===== config.mk =====
export PLATFORM = sky130hd
export DESIGN_NAME = arfs_tbl_arbiter
export DESIGN_NICKNAME = d
export VERILOG_FILES = /design/src/rtl/arfs_tbl_arbiter.sv
export SDC_FILE = /design/constraint.sdc
export NUM_CORES = 1
export LEC_CHECK = 0
export BUFFER_PORTS_ARGS = -buffer_cell sky130_fd_sc_hd__buf_2
export CORE_MARGIN = 2
export CORE_UTILIZATION = 49
export CTS_CLUSTER_DIAMETER = 80
export DETAILED_ROUTE_END_ITERATION = 6
export GPL_TIMING_DRIVEN = 0
export PLACE_DENSITY = 0.81
export SYNTH_ARGS = -nofsm -noshare
export SYNTH_HDL_FRONTEND = slang
export SYNTH_SLANG_ARGS = --single-unit

===== constraint.sdc =====
create_clock -name axis_aclk -period 3.1 [get_ports axis_aclk]
set_input_delay 0.62 -clock axis_aclk [delete_from_list [all_inputs] [get_ports axis_aclk]]
set_output_delay 0.62 -clock axis_aclk [all_outputs]
set_load 0.02 [all_outputs]

===== src/rtl/arfs_tbl_arbiter.sv =====
// Flow-steering table arbiter: flushes the table RAM, then arbitrates single-port
// access between a pipelined lookup path and an update path with starvation guard.
module arfs_tbl_arbiter #(
   parameter int unsigned IDX_W        = 10,
   parameter int unsigned TAG_W        = 32,
   parameter int unsigned QID_W        = 11,
   parameter int unsigned STARVE_LIMIT = 8,
   parameter int unsigned DEFAULT_QID  = 0
) (
   input  logic                     axis_aclk,
   input  logic                     axis_areset,
   input  logic                     lkp_valid,
   output logic                     lkp_ready,
   input  logic [IDX_W-1:0]         lkp_idx,
   input  logic [TAG_W-1:0]         lkp_tag,
   output logic                     res_valid,
   input  logic                     res_ready,
   output logic                     res_hit,
   output logic [QID_W-1:0]         res_qid,
   input  logic                     upd_valid,
   output logic                     upd_ready,
   input  logic [IDX_W-1:0]         upd_idx,
   input  logic [TAG_W-1:0]         upd_tag,
   input  logic [QID_W-1:0]         upd_qid,
   input  logic                     upd_del,
   output logic                     ram_en,
   output logic                     ram_we,
   output logic [IDX_W-1:0]         ram_addr,
   output logic [1+TAG_W+QID_W-1:0] ram_wdata,
   input  logic [1+TAG_W+QID_W-1:0] ram_rdata,
   input  logic                     flush_req,
   output logic                     flush_busy,
   output logic [31:0]              stat_hits,
   output logic [31:0]              stat_misses
);

   localparam int unsigned ST_W = (STARVE_LIMIT > 0) ? $clog2(STARVE_LIMIT + 1) : 1;

   typedef struct packed {
      logic             vld;
      logic [TAG_W-1:0] tag;
      logic [QID_W-1:0] qid;
   } entry_t;

   typedef enum logic {FLUSH, RUN} state_t;

   state_t             state_q, state_d;
   logic [IDX_W-1:0]   flush_addr_q, flush_addr_d;
   logic [ST_W-1:0]    starve_q, starve_d;
   logic               s1_valid_q, s1_valid_d;
   logic               s1_rd_q, s1_rd_d;
   logic [TAG_W-1:0]   s1_tag_q, s1_tag_d;
   logic               s1_hit_q, s1_hit_d;
   logic [QID_W-1:0]   s1_qid_q, s1_qid_d;
   logic               res_valid_q, res_valid_d;
   logic               res_hit_q, res_hit_d;
   logic [QID_W-1:0]   res_qid_q, res_qid_d;
   logic [31:0]        hits_q, hits_d;
   logic [31:0]        misses_q, misses_d;

   entry_t             rd_ent, upd_ent;
   logic               run_c, slot_ok_c, res_load_c, upd_grant_c, lkp_grant_c;
   logic               s1_hit_c;
   logic [QID_W-1:0]   s1_qid_c;

   // Arbitration, RAM drive, lookup pipeline and FSM next-state
   always_comb begin
      state_d      = state_q;
      flush_addr_d = flush_addr_q;
      starve_d     = starve_q;
      s1_valid_d   = s1_valid_q;
      s1_rd_d      = 1'b0;
      s1_tag_d     = s1_tag_q;
      res_valid_d  = res_valid_q;
      res_hit_d    = res_hit_q;
      res_qid_d    = res_qid_q;
      hits_d       = hits_q;
      misses_d     = misses_q;
      ram_en       = 1'b0;
      ram_we       = 1'b0;
      ram_addr     = '0;
      ram_wdata    = '0;

      rd_ent  = entry_t'(ram_rdata);
      upd_ent = '{vld: 1'b1, tag: upd_tag, qid: upd_qid};

      // Compare only in the cycle the read data is live; otherwise keep the held result
      if (s1_rd_q) begin
         s1_hit_c = rd_ent.vld && (rd_ent.tag == s1_tag_q);
         s1_qid_c = s1_hit_c ? rd_ent.qid : QID_W'(DEFAULT_QID);
      end else begin
         s1_hit_c = s1_hit_q;
         s1_qid_c = s1_qid_q;
      end
      s1_hit_d = s1_hit_c;
      s1_qid_d = s1_qid_c;

      run_c       = !axis_areset && (state_q == RUN);
      res_load_c  = s1_valid_q && (!res_valid_q || res_ready);
      slot_ok_c   = !s1_valid_q || !res_valid_q || res_ready;
      upd_grant_c = run_c && upd_valid &&
                    (!(lkp_valid && slot_ok_c) || (starve_q == ST_W'(STARVE_LIMIT)));
      lkp_grant_c = run_c && lkp_valid && slot_ok_c && !upd_grant_c;

      lkp_ready  = run_c && slot_ok_c && !upd_grant_c;
      upd_ready  = upd_grant_c;
      flush_busy = axis_areset || (state_q == FLUSH);

      if (!axis_areset && (state_q == FLUSH)) begin
         ram_en   = 1'b1;
         ram_we   = 1'b1;
         ram_addr = flush_addr_q;
      end else if (upd_grant_c) begin
         ram_en    = 1'b1;
         ram_we    = 1'b1;
         ram_addr  = upd_idx;
         ram_wdata = upd_del ? '0 : upd_ent;
      end else if (lkp_grant_c) begin
         ram_en   = 1'b1;
         ram_addr = lkp_idx;
      end

      case (state_q)
         FLUSH: begin
            flush_addr_d = flush_addr_q + IDX_W'(1);
            if (flush_addr_q == '1) state_d = RUN;
         end
         RUN: begin
            if (flush_req) begin
               state_d      = FLUSH;
               flush_addr_d = '0;
            end
         end
         default: state_d = FLUSH;
      endcase

      if (upd_grant_c || !upd_valid)
         starve_d = '0;
      else if (lkp_grant_c && (starve_q != ST_W'(STARVE_LIMIT)))
         starve_d = starve_q + ST_W'(1);

      s1_rd_d    = lkp_grant_c;
      s1_valid_d = lkp_grant_c || (s1_valid_q && !res_load_c);
      if (lkp_grant_c) s1_tag_d = lkp_tag;

      if (res_load_c) begin
         res_valid_d = 1'b1;
         res_hit_d   = s1_hit_c;
         res_qid_d   = s1_qid_c;
      end else if (res_ready) begin
         res_valid_d = 1'b0;
      end

      if (res_valid_q && res_ready) begin
         if (res_hit_q) hits_d   = hits_q + 32'd1;
         else           misses_d = misses_q + 32'd1;
      end
   end

   // State registers with synchronous reset
   always_ff @(posedge axis_aclk) begin
      if (axis_areset) begin
         state_q      <= FLUSH;
         flush_addr_q <= '0;
         starve_q     <= '0;
         s1_valid_q   <= 1'b0;
         s1_rd_q      <= 1'b0;
         s1_tag_q     <= '0;
         s1_hit_q     <= 1'b0;
         s1_qid_q     <= QID_W'(DEFAULT_QID);
         res_valid_q  <= 1'b0;
         res_hit_q    <= 1'b0;
         res_qid_q    <= QID_W'(DEFAULT_QID);
         hits_q       <= '0;
         misses_q     <= '0;
      end else begin
         state_q      <= state_d;
         flush_addr_q <= flush_addr_d;
         starve_q     <= starve_d;
         s1_valid_q   <= s1_valid_d;
         s1_rd_q      <= s1_rd_d;
         s1_tag_q     <= s1_tag_d;
         s1_hit_q     <= s1_hit_d;
         s1_qid_q     <= s1_qid_d;
         res_valid_q  <= res_valid_d;
         res_hit_q    <= res_hit_d;
         res_qid_q    <= res_qid_d;
         hits_q       <= hits_d;
         misses_q     <= misses_d;
      end
   end

   assign res_valid   = res_valid_q;
   assign res_hit     = res_hit_q;
   assign res_qid     = res_qid_q;
   assign stat_hits   = hits_q;
   assign stat_misses = misses_q;

endmodule


-- Yosys cells after proc, flatten, opt, wreduce, memory -nomap -nowiden
Cells that the tools add are included.
- bitwise operators: 2
- reduce and logical (&&, ||, !) cells: 33
- multiplexer cells: 21
- div/mod/pow operators: 0
- shifts and indexed selects: 0
- $mul: 0
- equality and inequality tests: 5
- add/sub/neg operators: 4
- magnitude comparators: 0
- operators with widths (cell ; number):
    two-way mux 44 bit ; 3
    adder 32 x 1 -> 32 bit, second input constant ; 2
    two-way mux 10 bit ; 4
    equality test 32 bit ; 1
    two-way mux 11 bit ; 2
    one-hot mux 10 bit (2 select lines) ; 1
    logical AND 1 bit ; 15
    adder 10 x 1 -> 10 bit, second input constant ; 1
    equality test 10 bit, second input constant ; 1
    two-way mux 1 bit ; 10
    logical NOT 1 bit ; 7
    logical OR 1 bit ; 7
    adder 4 x 1 -> 4 bit, second input constant ; 1
    equality test 4 bit, second input constant ; 1
    != test 4 bit, second input constant ; 1
    AND reduction 2 bit ; 2
    != test 2 bit, second input constant ; 1
    NOT 1 bit ; 2
    one-hot mux 1 bit (2 select lines) ; 1
    nonzero test 2 bit ; 1
    OR reduction 2 bit ; 1
- word-level logic and storage cells: 78
- register bits: 138
- memory bits (writable): 0
- memory bits (read-only): 0
- memories kept: 0
- bits in latches: 0

-- Depth between registers and ports, before layout
Gate-level depths: netlist of run 1.
- depth in word-level cells: 12
- mapped depth: 10

-- Worst setup path after synthesis of run 1
OpenSTA, ideal clock, no wires.
- path kind: in2out
- start point: input axis_areset
- end point: output ram_wdata[34]
- path slack: 155 ps
- buffers on the path: 1
- cell stages on the path: 6
- data arrival time: 2325 ps
- cell sequence: nor2b_1 inv_2 a311oi_2 nor2b_1 clkbuf_1 and2_1
- word-level cells in the longest chain between the ends: 6
- elaborated cells on any way between the ends: 7
- classes of those cells: mux: 2; reduce/logical: 5
- ends and longest elaborated chain (item ; RTL line ; source):
    start: declaration ; 11 ; input logic axis_areset,
    logical NOT 1 bit * ; 98, 109 ;
    logical AND 1 bit ; 98 ; run_c = !axis_areset && (state_q == RUN);
    logical AND 1 bit (2 in a row) ; 101 ; upd_grant_c = run_c && upd_valid &&
    two-way mux 44 bit ; 113 ; end else if (upd_grant_c) begin
    two-way mux 44 bit * ; 109 ; if (!axis_areset && (state_q == FLUSH)) begin
    end: declaration ; 29 ; output logic [1+TAG_W+QID_W-1:0] ram_wdata,
Every way passes the cells marked *; elsewhere a longest branch is shown, timed or not.

-- Worst setup path in the final report of run 1
- start point: register starve_q[0]
- end point: output ram_addr[4]
- word-level cells in the longest chain between the ends: 8
- ends and longest elaborated chain (item ; RTL line ; source):
    start: declaration ; 49 ; logic [ST_W-1:0] starve_q, starve_d;
    start signal: assignment ; 179 ; starve_q <= starve_d;
    equality test 4 bit * ; 102 ; (!(lkp_valid && slot_ok_c) || (starve_q == ST_W'(STARVE_LIMIT)));
    logical OR 1 bit * ; 102 ;
    logical AND 1 bit * ; 101 ;
    logical NOT 1 bit ; 103 ; lkp_grant_c = run_c && lkp_valid && slot_ok_c && !upd_grant_c;
    logical AND 1 bit ; 103 ;
    two-way mux 10 bit ; 118 ; end else if (lkp_grant_c) begin
    two-way mux 10 bit * ; 113 ;
    two-way mux 10 bit * ; 109 ;
    end: declaration ; 28 ; output logic [IDX_W-1:0] ram_addr,
Marked as above.

==> impl_metrics.yaml, run 1 <==
global_route:
  grt_pass1_vias: 6482
  grt_use_total_pct: 27.1
  grt_max_degree: 17
  antenna_found_initial: 0
  overflow: 0
  grt_pass1_wl_um: 31600
route:
  drt-total-wl_um: 21200
  wire_per_inst_um: 15.8
  drtPass1Iterations: 4
  drc: 0
  drtAntennaViolNets: 0
  vias: 7269
  viasPerCell: 5.42
  drt_iter0_drc: 562
floorplanning:
  die_h_um: 122
  core.rowCount: 43
  coreArea_um2: 13700
  die_x_um: 122
  die-area_um2: 14900
  start_util_pct: 49.7
  ios: 282
placed_design:
  dp_hpwl_um: 15200
  place_congestion: 0.893
  numPortBuffers: 281
  dp_slack_ns: -0.514
job:
  max_cap_violations: 0
setup_path:
  critical_path_required_ns: 2.48
  critPathMostFrequentCell: "buf_6"
  crit_family: "buffers and inverters"
  worstPathBufferInverterCount: 7
  slowest_stage: "dfxtp_2"
  crit_fanout: 6
  path_cells: "inv_2, ha_4, nand3b_1, a311oi_4, or2_1, buf_6, inv_6, buf_6, buf_6, a222oi_1, inv_1, buf_2"
  worstPathArrival_ns: 2.50
  max_stage_delay_ns: 0.33
  crit_path_end_kind: "primary output"
  crit_type: "reg -> out"
  worstSetupStartpointType: "flop"
cts:
  clk_pin_slew_worst_paths_ns: 0.06
  clock-root-buffer: "clkbuf_16"
  cts_tree: "built"
  max-clock-path-buffers: 2
  htree_levels: 4
  numCtsBuffers: 17
  cts.sinks: 138
  insertion_delay_ns: 0.42
  cts_hold_buf: 0
timing:
  relSlewSlack_pct: 34.4
  fin_crit_ns: 3.12
  fmax_ghz: 0.321
  grt_setup_unrepaired: "yes"
  finalHoldViolCount: 0
  setup_viol: 2
  finClkSkew_ns: 0.00730
  worstMarginPinSlew_ns: 0.976
  drv_slew: 0
  fin_crit_sh_pct: 100
  layout_setup_ws_ns: -0.0153
  holdWs_ns: 0.430
synth:
  synth_edf_count: 0
  async_reset_ff_share_pct: 0
  ys_types: 49
  synth.avg_cell_area_um2: 8.21
  synth-seq-area-share_pct: 40.5
  synthCells: 831
  ys_warn_count: 0
  ys.flop_type: "dfxtp_1"
  ys_seq_elements: 138
  syn_nets: 982
  synth_area_um2: 6820
power_and_ir_drop:
  power.density_nw_per_um2: 438
  ir_drop_mv: 0.375
  total_power_w: 0.00415
  p_leak_nw: 4.08
worst_hold_path:
  min_path_type: "in -> reg"
layout:
  antenna_cells: 0
  final_cell_mix: "buf_2, dfxtp_1, nand2_1"
  nNetsFinal: 1299
  final.fill_count: 1118
  final_common_cell: "buf_2"
  drive_gt1_share_pct: 32.7
  area_growth_pct: 38.7
run_status:
  status: "complete, but fails checks"
  violations: "setup timing"
-- cell families after synthesis --
| logic type | Yosys count | share of synthesized area [%] |
|---|---|---|
| AND/OR/NAND/NOR | 399 | 31.2 |
| XOR/XNOR | 80 | 10.3 |
| multiplexers | 7 | 1.10 |
| AO/OA/AOI/OAI | 125 | 11.3 |
| adder cells (fa/ha/maj) | 5 | 0.917 |
| buffers and inverters | 77 | 4.66 |
| flip-flops | 138 | 40.5 |
-- metal layers --
layer  track usage (%)  up-vias  wire (um)
li1                  -     3504          -
met1              35.3     3433       9050
met2              44.0      297      10200
met3              5.38       35       1450
met4              10.8        0        487
met5                 0        -          0
-- path summary, 6_finish.rpt --
| check | from | endpoint | slack [ns] | cells past startpoint |
|---|---|---|---|---|
| worst max register to register | s1_tag_q[5] | res_qid[0] | 0.69 | 6 |
| worst min register to register | s1_qid_q[8] | s1_qid_q[8] | 0.46 | 1 |
| worst max-delay path | starve_q[0] | ram_addr[4] | -0.02 | 12 |
| worst min-delay path | lkp_tag[28] | s1_tag_q[28] | 0.43 | 3 |
-- worst register-to-register path, stage by stage, from the launching register on --
cell	delay (ns)
dfxtp_1	0.32
xnor2_1	0.29
nand4_1	0.14
nor4_1	0.85
clkbuf_1	0.47
nand4_1	0.15
o21ai_0	0.12
-- repair_timing --
action | in CTS | in global routing
endpoints found under the hold margin | 0 | 0
pin swaps | 4 | 6
gates cloned | 0 | 4
setup endpoints to repair | 56 | 50
setup buffers | 4 | 9
resized for setup | 15 | 75
-- layout make-up --
cell class | count | area [um^2] | area share [%]
Multi-Input combinational cell | 617 | 3810 | 40.3
Clock inverter | 6 | 108 | 1.14
Timing Repair Buffer | 297 | 1670 | 17.7
Tap cell | 180 | 225 | 2.38
Sequential cell | 138 | 2770 | 29.2
Inverter | 25 | 98.8 | 1.04
Buffer | 52 | 259 | 2.74
Clock buffer | 25 | 526 | 5.55
-- cell usage after synthesis, types with 5 or more instances --
library cell  instances  area (um^2)
dfxtp_1             138         2760
nand2_1              96          360
nor2_1               76          285
a21oi_1              65          325
xnor2_1              59          517
and2_1               47          294
nand4_1              39          244
clkbuf_1             37          139
inv_1                23         86.3
nand3_1              21          105
nor2b_1              21          131
o21ai_0              21          105
xor2_1               21          184
and3_1               16          100
nor3_1               13         65.1
or3_1                13         81.3
nor3b_1              12         90.1
a32o_1               11          110
a222oi_1             10          100
and4_1                9         78.8
buf_2                 8         40.0
nand2b_1              7         43.8
nor3_2                6         60.1
ha_1                  5         62.6
nor4_1                5         31.3
-- power breakdown --
group / internal (W) / total [W] / switching [W] / leakage, nW
sequential: 0.00178 / 0.00178 / 0.00000450 / 1.11
combinational: 0.0000980 / 0.000208 / 0.000110 / 2.65
clock: 0.00141 / 0.00216 / 0.000748 / 0.311
-- registers in the layout (all words and copies together) (netlist names) --
register      count
flush_addr_q     10
res_hit           1
res_qid          11
res_valid         1
s1_hit_q          1
s1_qid_q         11
s1_rd_q           1
s1_tag_q         32
s1_valid_q        1
starve_q          4
stat_hits        32
stat_misses      32
state_q           1
-- per-stage QoR --
stage / setup TNS, ns / instance area, um^2 / util, % / instances
3_5_place_dp: -20.20 / 8460 / 61.6 / 1292
3_3_place_gp: -16.90 / 8460 / 61.6 / 1292
2_1_floorplan: 0 / 6820 / - / 831
5_1_grt: -0.873 / 9470 / 69.0 / 1340
6_report: -0.0229 / 9470 / 69.0 / 1340
4_1_cts: 0 / 9160 / 66.8 / 1327
(Power assumes the default switching activity.)
==> inputs of run 2 (changes only) <==
CELL_PAD_IN_SITES_DETAIL_PLACEMENT = 1   (was not set)
CELL_PAD_IN_SITES_GLOBAL_PLACEMENT = 1   (was not set)
CORE_UTILIZATION = 34   (was 49)
PLACE_DENSITY = not set   (was 0.81)
PLACE_DENSITY_LB_ADDON = 0.1   (was not set)
==> impl_metrics.yaml, run 2 (same netlist as run 1, synthesis figures left out) <==
power_and_ir_drop:
  power.density_nw_per_um2: 455
  p_int_w: 0.00336
  switching_share_pct: 21.3
  ir_drop_mv: 0.388
  combPwrFrac_pct: 4.9
  switching_power_w: 0.000910
  p_leak_nw: 4.04
  clkPwrFrac_pct: 53.5
  p_seq_share_pct: 41.7
setup_path:
  worstSetupStartpointType: "input pin"
  reg2reg_to: "res_qid[1]"
  slowest_stage: "a311oi_4"
  r2r_slack_ns: 0.57
  reg2reg_from: "s1_tag_q[12]"
  max_stage_delay_ns: 0.32
  critical_path_required_ns: 2.48
  crit_fanout: 10
  worstPathArrival_ns: 2.36
  r2r_cells: 6
  path_cells: "clkbuf_4, nor2b_4, inv_2, a311oi_4, buf_4, nor2b_4, buf_4, and2_1, buf_2"
  crit_path_end_kind: "primary output"
  crit_type: "in -> out"
placed_design:
  placed_area_um2: 8560
  numPortBuffers: 281
  place_congestion: 0.900
  place_inst: 1377
  dp_hpwl_um: 18300
layout:
  nNetsFinal: 1293
  fin_util_pct: 48.0
  area_growth_pct: 37.7
  final_common_cell: "buf_2"
  design_area_um2: 9400
  drive_gt1_share_pct: 32.2
  stdcell_count: 1421
  final_cell_mix: "buf_2, dfxtp_1, nand2_1"
cts:
  insertion_delay_ns: 0.42
  clock-root-buffer: "clkbuf_16"
  cts_tree: "built"
  htree_levels: 4
  cts.sinks: 138
  max-clock-path-buffers: 2
  cts_hold_buf: 0
  clk_pin_slew_worst_paths_ns: 0.06
  numCtsBuffers: 17
route:
  viasPerCell: 5.00
  drtPass1Iterations: 5
  drt-total-wl_um: 24300
  wire_per_inst_um: 17.1
  drc: 0
  vias: 7106
  drt_iter0_drc: 259
  drtAntennaViolNets: 0
timing:
  fin_crit_sh_pct: 96.2
  tns_ns: 0
  drv_slew: 0
  relSlewSlack_pct: 14.2
  finClkSkew_ns: 0.0129
  setup_viol: 0
  grt_setup_unrepaired: "no"
  fmax_ghz: 0.335
  fin_crit_ns: 2.98
  worstMarginPinSlew_ns: 1.27
  finalHoldViolCount: 0
global_route:
  grt_max_degree: 17
  grt_pass1_wl_um: 38500
  overflow: 0
  grt_pass1_vias: 7215
  grt_use_total_pct: 22.6
  antenna_found_initial: 2
job:
  max_cap_violations: 0
floorplanning:
  die_h_um: 146
  ios: 282
  coreArea_um2: 19600
  die-area_um2: 21200
  core.rowCount: 51
  die_x_um: 146
  start_util_pct: 34.8
worst_hold_path:
  hold_path_end: "s1_tag_q[6]"
  min_path_type: "in -> reg"
  whs_path_depth: 3
  worstHoldStart: "lkp_tag[6]"
run_status:
  status: "finished clean"
-- run 2: cell types whose count changed in the layout (fill, tap and decap cells not counted), sizes merged --
cell,change
diode,+2
bufinv,+2
clkinvlp,+2
nor2b,-1
buf,-7
inv,+1
clkbuf,-3
-- run 2: metrics by stage --
step | power (W) | hold slack [ns] | worst slack (ns)
final | 0.00427 | 0.435 | 0.118
after global routing | 0.00443 | 0.428 | 0.0121
after global placement | 0.00202 | 0.440 | -0.780
after CTS | 0.00432 | 0.420 | 0.0132
after detailed placement | 0.00203 | 0.446 | -0.798
after floorplan | 0.00189 | 0.434 | 0.155
-- run 2: repair_timing --
item | in CTS | in global routing
resized for setup | 24 | 14
endpoints found under the setup margin | 56 | 30
setup buffers | 11 | 2
pin swaps | 5 | 3
-- run 2: layer usage --
metal / vias up / routed length (um) / global-route usage [%]
met5: - / 0 / 0
met4: 0 / 244 / 4.31
li1: 3504 / - / -
met1: 3413 / 11100 / 29.5
met3: 17 / 1270 / 5.55
met2: 172 / 11700 / 38.2
-- run 2: worst max-delay path by stage --
stage                 from  slack [ns]       endpoint  cells after the start
2_1_floorplan  axis_areset        0.15  ram_wdata[34]                      6
3_3_place_gp   axis_areset       -0.78  ram_wdata[37]                      8
3_5_place_dp   axis_areset       -0.80  ram_wdata[37]                      8
4_1_cts        starve_q[0]        0.01  ram_wdata[24]                      9
5_1_grt        axis_areset        0.01  ram_wdata[37]                      9
6_report       axis_areset        0.12   ram_wdata[7]                      9
-- run 2: final cells by class --
cell class	count	area, um^2
multi-input combinational	616	3790
buffer	50	224
inverter	25	101
clock inverter	11	191
sequential	138	2770
fill	2483	10200
clock buffer	20	467
timing repair buffer	294	1520
tap	265	332
antenna	2	5.00
-- run 2: power groups by stage --
stage,registers (W),clock network [W],logic (W)
floorplan,0.00182,0,0.0000754
global placement,0.00182,0,0.000204
detailed placement,0.00182,0,0.000207
CTS,0.00178,0.00233,0.000211
global route,0.00178,0.00242,0.000230
finish,0.00178,0.00228,0.000208
-- run 2: worst max-delay path, delay by kind of cell --
kind,cells,cell delay [ns]
AOI/OAI and AO/OA,1,0.32
buffers and inverters,5,0.85
and+or+nand+nor,3,0.57
==> inputs of run 3 (changes only) <==
BUFFER_PORTS_ARGS = not set   (was -buffer_cell sky130_fd_sc_hd__buf_2)
CORE_UTILIZATION = 45   (was 34)
DONT_BUFFER_PORTS = 1   (was not set)
==> impl_metrics.yaml, run 3 (same netlist as run 1, synthesis figures left out) <==
run_status:
  status: "finished clean"
power_and_ir_drop:
  switching_power_w: 0.000843
  p_int_w: 0.00299
  p_seq_share_pct: 46.5
  combPwrFrac_pct: 2.7
  p_leak_nw: 2.66
  power.density_nw_per_um2: 493
  ir_drop_mv: 0.435
  switching_share_pct: 22.0
  total_power_w: 0.00383
  clkPwrFrac_pct: 50.8
setup_path:
  critical_path.endpoint: "ram_wdata[25]"
  critical_path_required_ns: 2.48
  crit_path_end_kind: "primary output"
  crit_type: "reg -> out"
  worstPathBufferInverterCount: 3
  worstPathArrival_ns: 2.37
  r2r_slack_ns: 0.51
  slowest_stage: "dfxtp_4"
  crit_family: "simple AND/OR/NAND/NOR gates"
  path_cells: "inv_2, ha_4, nand3b_1, a311oi_4, buf_4, nor2b_4, clkbuf_2, and2_1"
  startpoint: "starve_q[1]"
  max_stage_delay_ns: 0.35
  worst-path-stages: 8
  reg2reg_to: "res_qid[10]"
  r2r_cells: 6
  crit_fanout: 10
  worstSetupStartpointType: "flop"
  reg2reg_from: "s1_tag_q[27]"
placed_design:
  numPortBuffers: 0
  dp_hpwl_um: 17000
  placed_area_um2: 7060
  place_congestion: 1.08
global_route:
  grt_pass1_vias: 6366
  grtUsageMet3_pct: 9.55
  grt-busiest-layer: "met2"
  grt_pass1_wl_um: 35000
  use_met2_pct: 43.7
  antenna_found_initial: 3
  overflow: 0
  grt_max_degree: 17
  grt_use_total_pct: 27.7
  met1_usage_pct: 36.0
route:
  wire_per_inst_um: 21.3
  drtPass1Iterations: 5
  drc: 0
  drtAntennaViolNets: 0
  viasPerCell: 5.88
  vias: 6245
  drt_iter0_drc: 324
  drt-total-wl_um: 22600
cts:
  numCtsBuffers: 17
  cts.sinks: 138
  htree_levels: 4
  cts_tree: "built"
  insertion_delay_ns: 0.42
  max-clock-path-buffers: 2
  clock-root-buffer: "clkbuf_16"
  clk_pin_slew_worst_paths_ns: 0.06
floorplanning:
  die_h_um: 127
  die_x_um: 127
  start_util_pct: 45.4
  ios: 282
  coreArea_um2: 15000
  die-area_um2: 16200
  core.rowCount: 45
timing:
  finClkSkew_ns: 0.00841
  setup_viol: 0
  fin_crit_sh_pct: 96.4
  fmax_ghz: 0.335
  worstMarginPinSlew_ns: 1.30
  relSlewSlack_pct: 12.3
  finalHoldViolCount: 0
  drv_slew: 0
  fin_crit_ns: 2.99
layout:
  area_growth_pct: 13.8
  fin_util_pct: 51.7
  nNetsFinal: 1010
  drive_gt1_share_pct: 10.1
  final_cell_mix: "dfxtp_1, nand2_1, nor2_1"
  design_area_um2: 7760
  final_common_cell: "dfxtp_1"
job:
  max_cap_violations: 0
worst_hold_path:
  min_path_type: "in -> reg"
[run 3: cell count changes in the layout (fill, tap and decap cells not counted), sizes merged]
cell,previous run,this run
bufinv,5,1
clkinvlp,3,1
inv,26,25
clkinv,2,6
clkbuf,55,60
buf,309,25
[run 3: what timing repair did]
action | in CTS | in global routing
gates cloned | 0 | 0
buffers inserted | 6 | 4
gates resized for setup | 20 | 16
setup endpoints to repair | 57 | 49
hold buffers | 0 | 0
pin swaps | 3 | 3
[run 3: worst reg2reg max path, stage by stage (launching register included)]
cell	delay [ns]
dfxtp_1	0.32
xnor2_1	0.18
nand4_1	0.12
nor4_1	1.10
clkbuf_1	0.51
nand4_1	0.17
o21ai_0	0.11
[run 3: final cells by class]
type	instances	area, um^2
Sequential cell	138	2770
Timing Repair Buffer	10	78.8
Antenna cell	2	5.00
Multi-Input combinational cell	616	3790
Inverter	25	98.8
Fill cell	1814	7270
Clock buffer	24	492
Clock inverter	8	67.6
Buffer	51	225
Tap cell	188	235
[run 3: how the worst min path moves through the flow]
stage	to	slack, ns	cells past startpoint	from
CTS	state_q	0.31	1	flush_req
floorplan	s1_qid_q[0]	0.43	1	s1_qid_q[0]
detailed placement	s1_qid_q[6]	0.45	1	s1_qid_q[6]
global placement	s1_qid_q[9]	0.44	1	s1_qid_q[9]
global route	state_q	0.31	1	flush_req
finish	state_q	0.32	1	flush_req
[run 3: routing by layer]
layer  routed length, um  up-vias
met5                  63        -
met4                 350        4
met3                1750       32
met2               10500      204
met1                9970     3070
li1                    -     2935
[run 3: power by group through the flow]
stage	sequential (W)	clock, W	combinational [W]
finish	0.00178	0.00195	0.000104
global route	0.00178	0.00206	0.000114
CTS	0.00178	0.00197	0.000104
detailed placement	0.00182	0	0.000103
global placement	0.00182	0	0.000100
floorplan	0.00182	0	0.0000754
[run 3: metrics by stage]
step | hold slack [ns] | std cells | setup WS, ns | setup TNS [ns]
after floorplan | 0.434 | 831 | 0.155 | 0
after global placement | 0.440 | 1019 | -0.615 | -13.09
after detailed placement | 0.450 | 1019 | -0.731 | -18.75
after CTS | 0.314 | 1057 | 0.00478 | 0
after global routing | 0.314 | 1062 | -0.00621 | -0.0119
final | 0.323 | 1062 | 0.111 | 0
